<file path="src/rtl/cpu_bus_pkg.sv">
// Shared CPU bus definitions: bus geometry, source indices and selector modes.
package cpu_bus_pkg;

  localparam int BUS_W     = 32;
  localparam int N_BUS_SRC = 24;

  // Bus source indices; a lower index has higher priority on the bus.
  localparam int SRC_R0     = 0;
  localparam int SRC_R1     = 1;
  localparam int SRC_R2     = 2;
  localparam int SRC_R3     = 3;
  localparam int SRC_R4     = 4;
  localparam int SRC_R5     = 5;
  localparam int SRC_R6     = 6;
  localparam int SRC_R7     = 7;
  localparam int SRC_R8     = 8;
  localparam int SRC_R9     = 9;
  localparam int SRC_R10    = 10;
  localparam int SRC_R11    = 11;
  localparam int SRC_R12    = 12;
  localparam int SRC_R13    = 13;
  localparam int SRC_R14    = 14;
  localparam int SRC_R15    = 15;
  localparam int SRC_HI     = 16;
  localparam int SRC_LO     = 17;
  localparam int SRC_ZHI    = 18;
  localparam int SRC_ZLO    = 19;
  localparam int SRC_PC     = 20;
  localparam int SRC_MDR    = 21;
  localparam int SRC_C      = 22;
  localparam int SRC_INPORT = 23;

  // Selector arbitration modes.
  localparam int MODE_PRIORITY = 0;  // lowest asserted index wins
  localparam int MODE_ONEHOT   = 1;  // more than one enable selects nothing

endpackage

</file>
<file path="src/rtl/bus_prio_encoder.sv">
// Combinational decode of the per-source drive enables: lowest asserted
// index, whether any enable is set, and whether two or more are set.
module bus_prio_encoder
  import cpu_bus_pkg::*;
#(
  parameter int N_SRC = N_BUS_SRC,
  parameter int IDX_W = $clog2(N_SRC)
) (
  input  logic [N_SRC-1:0] sel_i,
  output logic [IDX_W-1:0] win_idx_o,
  output logic             any_o,
  output logic             conflict_o
);

  // Scan from the top so the last hit, i.e. the lowest asserted index, sticks.
  always_comb begin
    win_idx_o = '0;
    for (int k = N_SRC - 1; k >= 0; k--) begin
      if (sel_i[k]) win_idx_o = IDX_W'(k);
    end
  end

  // Clearing the lowest set bit leaves something only when two or more were set.
  assign any_o      = |sel_i;
  assign conflict_o = |(sel_i & (sel_i - N_SRC'(1)));

endmodule

</file>
<file path="src/rtl/bus_select_reg.sv">
// Registered CPU bus source selector with multi-driver conflict detection,
// sticky error flag, saturating conflict counter and optional bus keeper.
module bus_select_reg
  import cpu_bus_pkg::*;
#(
  parameter int N_SRC  = N_BUS_SRC,
  parameter int W      = BUS_W,
  parameter int MODE   = MODE_PRIORITY,
  parameter int KEEPER = 1,
  parameter int CNT_W  = 8
) (
  input  logic                     clock,
  input  logic                     reset_n,
  input  logic [N_SRC-1:0]         sel_i,
  input  logic [N_SRC*W-1:0]       data_i,
  input  logic                     err_clr_i,
  output logic [W-1:0]             bus_o,
  output logic                     bus_valid_o,
  output logic [$clog2(N_SRC)-1:0] src_idx_o,
  output logic                     conflict_o,
  output logic                     err_sticky_o,
  output logic [CNT_W-1:0]         conflict_cnt_o
);

  localparam int IDX_W = $clog2(N_SRC);

  logic [IDX_W-1:0] win_idx;
  logic             any_sel;
  logic             conflict;
  logic             win_valid;
  logic [W-1:0]     win_data;

  bus_prio_encoder #(
    .N_SRC (N_SRC),
    .IDX_W (IDX_W)
  ) u_enc (
    .sel_i      (sel_i),
    .win_idx_o  (win_idx),
    .any_o      (any_sel),
    .conflict_o (conflict)
  );

  // In one-hot mode a conflict leaves the bus undriven rather than guessing.
  assign win_valid = (MODE == MODE_ONEHOT) ? (any_sel & ~conflict) : any_sel;

  // Only the winning slice is read, so junk on unselected sources never reaches the bus.
  assign win_data = data_i[win_idx*W +: W];

  // Bus register: load the winner, otherwise keep or discharge the bus.
  always_ff @(posedge clock or negedge reset_n) begin
    if (!reset_n) begin
      bus_o       <= '0;
      bus_valid_o <= 1'b0;
      src_idx_o   <= '0;
      conflict_o  <= 1'b0;
    end else begin
      conflict_o  <= conflict;
      bus_valid_o <= win_valid;
      if (win_valid) begin
        bus_o     <= win_data;
        src_idx_o <= win_idx;
      end else if (KEEPER == 0) begin
        bus_o     <= '0;
      end
    end
  end

  // Error status: a conflict in the clearing cycle outranks the clear.
  always_ff @(posedge clock or negedge reset_n) begin
    if (!reset_n) begin
      err_sticky_o   <= 1'b0;
      conflict_cnt_o <= '0;
    end else begin
      err_sticky_o <= (err_sticky_o & ~err_clr_i) | conflict;
      if (err_clr_i) begin
        conflict_cnt_o <= CNT_W'(conflict);
      end else if (conflict && (conflict_cnt_o != {CNT_W{1'b1}})) begin
        conflict_cnt_o <= conflict_cnt_o + CNT_W'(1);
      end
    end
  end

endmodule

</file>
<file path="config.mk">
export PLATFORM = sky130hd
export DESIGN_NAME = bus_select_reg
export DESIGN_NICKNAME = d
export VERILOG_FILES = /design/src/rtl/cpu_bus_pkg.sv /design/src/rtl/bus_prio_encoder.sv /design/src/rtl/bus_select_reg.sv
export SDC_FILE = /design/constraint.sdc
export NUM_CORES = 1
export LEC_CHECK = 0
export BUFFER_PORTS_ARGS = -buffer_cell sky130_fd_sc_hd__buf_2
export CORE_AREA = 2 2 329 331
export CTS_BUF_LIST = sky130_fd_sc_hd__clkbuf_8
export CTS_CLUSTER_SIZE = 40
export DETAILED_ROUTE_END_ITERATION = 10
export DIE_AREA = 0 0 331 333
export PLACE_DENSITY = 0.38
export SLEW_MARGIN = 15
export SYNTH_ARGS = -nofsm -noshare
export SYNTH_HDL_FRONTEND = slang
export SYNTH_HIERARCHICAL = 1
export SYNTH_SLANG_ARGS = --single-unit
</file>
<file path="constraint.sdc">
create_clock -name clock -period 1.55 [get_ports clock]
set_input_delay 0.31 -clock clock [delete_from_list [all_inputs] [get_ports clock]]
set_output_delay 0.31 -clock clock [all_outputs]
set_load 0.02 [all_outputs]
</file>
; ---- Word level (Yosys, flattened, before mapping)
; Cells that the tools add are included.
[word_totals]
ff_bits = 48
elab_cells = 44
[op_classes]
muxes = 26
add_sub_neg = 2
reduce_logical = 4
eq_ne = 1
shift = 1
bitwise = 4
[ops]
columns = operator, count
row1 = $shiftx A768 B11 Y32, 1
row2 = $mux W5, 24
row3 = $reduce_or A24 Y1, 2
row4 = $and A24 B24 Y24, 1
row5 = $sub A24 B1 Y24 const B, 1
row6 = $mux W8, 2
row7 = $add A8 B1 Y8 const B, 1
row8 = $ne A8 B8 Y1 const B, 1
row9 = $reduce_bool A2 Y1, 1
row10 = $and A1 B1 Y1, 1
row11 = $logic_and A1 B1 Y1, 1
row12 = $not A1 Y1, 1
row13 = $or A1 B1 Y1, 1

; ---- Logic depth before layout (Yosys ltp)
[depth]
word_depth = 25
mapped_depth = 13
mapped_depth_nobuf = 9

; ---- Modules after synthesis
; The synthesis kept the hierarchy.
[modules_own_cells]
columns = mod, seq_area_each_um2, area_per_inst_um2, n_inst, cells_each
row1 = bus_select_reg, 1201.2, 8130.3, 1, 839
row2 = bus_prio_encoder, 0.0, 514.2, 1, 84

; ---- Worst setup path before layout
; No wires, ideal clock.
[synth_timing]
path_kind = input to register
start = input sel_i[15]
end = register bus_o[0]
setup_ns = 0.082
required_time_ns = 1.468
stages = 10
t_arrival_ns = 2.634
setup_slack_ns = -1.166
path_buffers = 3
path_cell_list = nor4_1 nand4_1 or3_1 or3_1 clkbuf_1 inv_1 clkbuf_1 clkbuf_1 a31oi_1 a31oi_1
[synth_lines]
columns = item, line
row1 = "start, declared", bus_select_reg.sv:14  ; input logic [N_SRC-1:0] sel_i,
row2 = $reduce_or A24 Y1, bus_prio_encoder.sv:24  ; assign any_o = |sel_i;
row3 = net any_sel, bus_select_reg.sv:28  ; logic any_sel;
row4 = "end signal, assigned", bus_select_reg.sv:60  ; bus_o <= win_data;
row5 = "end, declared", bus_select_reg.sv:17  ; output logic [W-1:0] bus_o,
; The timed path passes the listed nets, and every way through them passes these cells.
; A chain may end at the register's enable or synchronous reset.

; ---- Final worst setup path
[layout_timing]
start = input sel_i[18]
end = register bus_o[29]
[layout_between]
elab_chain_cells = 20
[layout_lines]
columns = item, line
row1 = $mux W5 (19 in series), bus_prio_encoder.sv:19  ; if (sel_i[k]) win_idx_o = IDX_W'(k);
row2 = net win_idx[0], bus_select_reg.sv:27  ; logic [IDX_W-1:0] win_idx;
row3 = $shiftx A768 B11 Y32, bus_select_reg.sv:47  ; assign win_data = data_i[win_idx*W +: W];
; The timed path passes the listed nets, and every way through them passes these cells.

==> summary.txt <==
outcome -> finished, violations left
failing checks -> negative setup slack
share of the synthesized area in the top cell type -> 33.2%
initial antenna violation count -> 51
Chip Width -> 331 um
starting density of the core -> 8.11%
maxcap violations -> 0
maximum clock rate -> 361 MHz
Routability Congestion -> 0.862
Yosys top cell by area -> mux2i_1
Critical Path End Type -> flip-flop
global route overflow -> 0
CP dominant cell by count -> buf_6
clk buf depth -> 2
CTS tree -> yes
# rows -> 120
slew margin rel. -> 50.9%
Synth async-reset ratio -> 100%
FF+latch count, synth -> 48
TritonCTS Buffers -> 5
PD cells -> 425 mW/mm^2
Post-Route WL -> 86.9 mm
Avg Cell Area, Syn -> 9.37 um^2
vias -> 13000
skew final -> 0.0107 ns
Hold Path Stages -> 2
Worst-Skew Late Latency -> 0.42 ns
die area -> 0.110 mm^2
DR iter-0 viols -> 553
CP peak stage delay -> 0.46 ns
worst hold path type -> input pin to flip-flop
CORE AREA -> 0.107 mm^2
Cell variety after synth -> 58
number of H-tree levels -> 2
DIE HEIGHT -> 333 um
final critical-path required period -> 2.77 ns
# port buffers -> 842
RSZ-0062 raised after global routing -> yes
R2R cell count -> 4
top_reg_cell synth -> dfrtp_1
Synth area leaders -> mux2i_1 33%, dfrtp_1 14%, mux4_2 13%
via/cell ratio -> 3.81
Layout Nets -> 2797
fin crit share -> 179%
slowest CP cell -> mux4_2
yosys warns -> 6
clock net sink count -> 48
Area Growth Syn to Fin -> 122%
largest net degree at the start of global routing -> 49
Pleak -> 8.55 nW
post-synthesis cell area -> 0.00864 mm^2
Setup violations, final -> 48
post-route setup slack -> -1.22 ns
final hold vios -> 0
startpoint type of the worst setup path -> input pin
Setup WS pre-CTS -> -1.94 ns
count leader, synth -> mux2i_1
Root Buffer -> clkbuf_8
Overall Global Routing Usage -> 14.6%
share of cells above drive strength 1 -> 69.7%
Syn Nets -> 1719
First-pass DRT Iterations -> 5
io pins -> 843
per-cell routed wire length -> 25.4 um
Crit Path Class -> input pin to flip-flop
max-slew violations -> 0
Least-Margin Pin Slew -> 0.727 ns
Final Non-Filler Cells -> 3415
crit path max fanout -> 8
Post-DP HPWL -> 72.6 mm
vias in the first global route -> 13800
post-synthesis sequential area ratio -> 13.9%
Inst Count DP -> 3314
most frequent cells after synthesis -> 287 x mux2i_1, 145 x a22oi_1, 67 x nand3_1
number of synthesized flops with an enable pin -> 0
# DRC -> 0
worst vdd ir -> 0.358 mV
Clock transition at path regs -> 0.14 ns
worst-path cell chain -> buf_8, inv_4, a2111oi_4, a211oi_4, o41ai_4, a221oi_4, buf_6, buf_12, buf_16, buf_6, buf_6, mux4_2, a221oi_4, buf_6, a31oi_4
cell count after synthesis -> 923
CP required -> 1.87 ns
Arr. time, crit path -> 3.09 ns
Antenna Violating Nets Remaining -> 0
first-pass GRT wire length -> 111 mm
[cell type report]
class                   instances  area, um^2
fillers                     12100       87400
multi-input cells             764        8070
repair buffers               1168        7950
well taps                    1403        1760
flip-flops and latches         48        1200
clock buffers                   5        68.8
clock inverters                 3        68.8
inverters                      14        55.1
diodes                         10        25.0
[logic make-up after synthesis]
kind of cell | share of synthesized area, %
simple gates | 9.42
compound gates | 21.4
flops | 13.9
fa+ha+maj | 0.391
xor+xnor | 0.304
mux | 47.2
buf+inv | 7.44
[where the power goes]
part	leakage [nW]	switching, mW	internal [mW]
registers	0.564	0.0850	1.37
logic	7.91	2.46	2.77
clock network	0.0688	0.822	0.655
[cell usage in the layout (no fill, tap or decap), types with 7 or more instances in the layout]
cell type and instances:
a21oi_1 8, a221oi_2 7, a221oi_4 11, a22oi_1 111, a22oi_2 34, a31oi_1 28
a31oi_4 10, buf_12 52, buf_16 10, buf_2 834, buf_4 198, buf_6 54
buf_8 12, clkbuf_16 7, dfrtp_1 47, diode_2 10, inv_1 10, mux2i_1 251
mux2i_2 16, mux2i_4 20, mux4_2 49, nand2_1 7, nand3_1 46, nand3_2 18
nor2_1 46, o21ai_0 7
[metrics by stage]
step | total power [mW] | TNS [ns] | hold WS (ns) | utilization, % | instance area [um^2]
floorplan | 3.38 | -43.03 | 0.0144 | - | 8840
finish | 8.17 | -47.76 | 0.164 | 18.0 | 19200
detailed placement | 5.85 | -74.54 | 0.350 | 15.5 | 16500
global placement | 5.86 | -75.14 | 0.353 | 15.5 | 16500
CTS | 7.92 | -44.37 | 0.0734 | 16.8 | 17900
global route | 8.68 | -49.56 | 0.118 | 18.0 | 19200
[critical path, delay by kind of cell]
| family | cells | cell delay (ns) |
|---|---|---|
| mux | 1 | 0.46 |
| buf+inv | 8 | 0.92 |
| compound gates | 6 | 1.40 |
[sequential cells by signal, indices dropped and copies added, names as in the netlist]
register	cells
err_sticky_o	1
bus_o	32
bus_valid_o	1
conflict_cnt_o	8
conflict_o	1
src_idx_o	5
[repair_timing]
item | 4_1_cts | 5_1_grt
setup endpoints to repair | 49 | 48
hold buffers | 1 | 0
cloned | 7 | 7
gates resized for setup | 142 | 159
endpoints found under the hold margin | 48 | 0
pin swaps | 53 | 105
buffers inserted | 33 | 51
[routing by layer]
layer  track usage [%]  up-vias  wire (um)
met3              2.21      110       4590
met5                 0        -         96
li1                  -     5947          -
met2              27.2      626      45000
met4              3.25       14       2120
met1              17.4     6322      35100
[worst paths after layout]
path / start / to / slack (ns)
setup reg to reg: conflict_cnt_o[0] / conflict_cnt_o[7] / 0.07
max in group asynchronous: reset_n / bus_o[0] / 0.78
min in group asynchronous: reset_n / conflict_cnt_o[6] / 0.42
hold / removal: err_clr_i / conflict_cnt_o[4] / 0.16
hold reg to reg: err_sticky_o / err_sticky_o / 0.50
setup / recovery: sel_i[18] / bus_o[29] / -1.22
(Power assumes the default switching activity.)
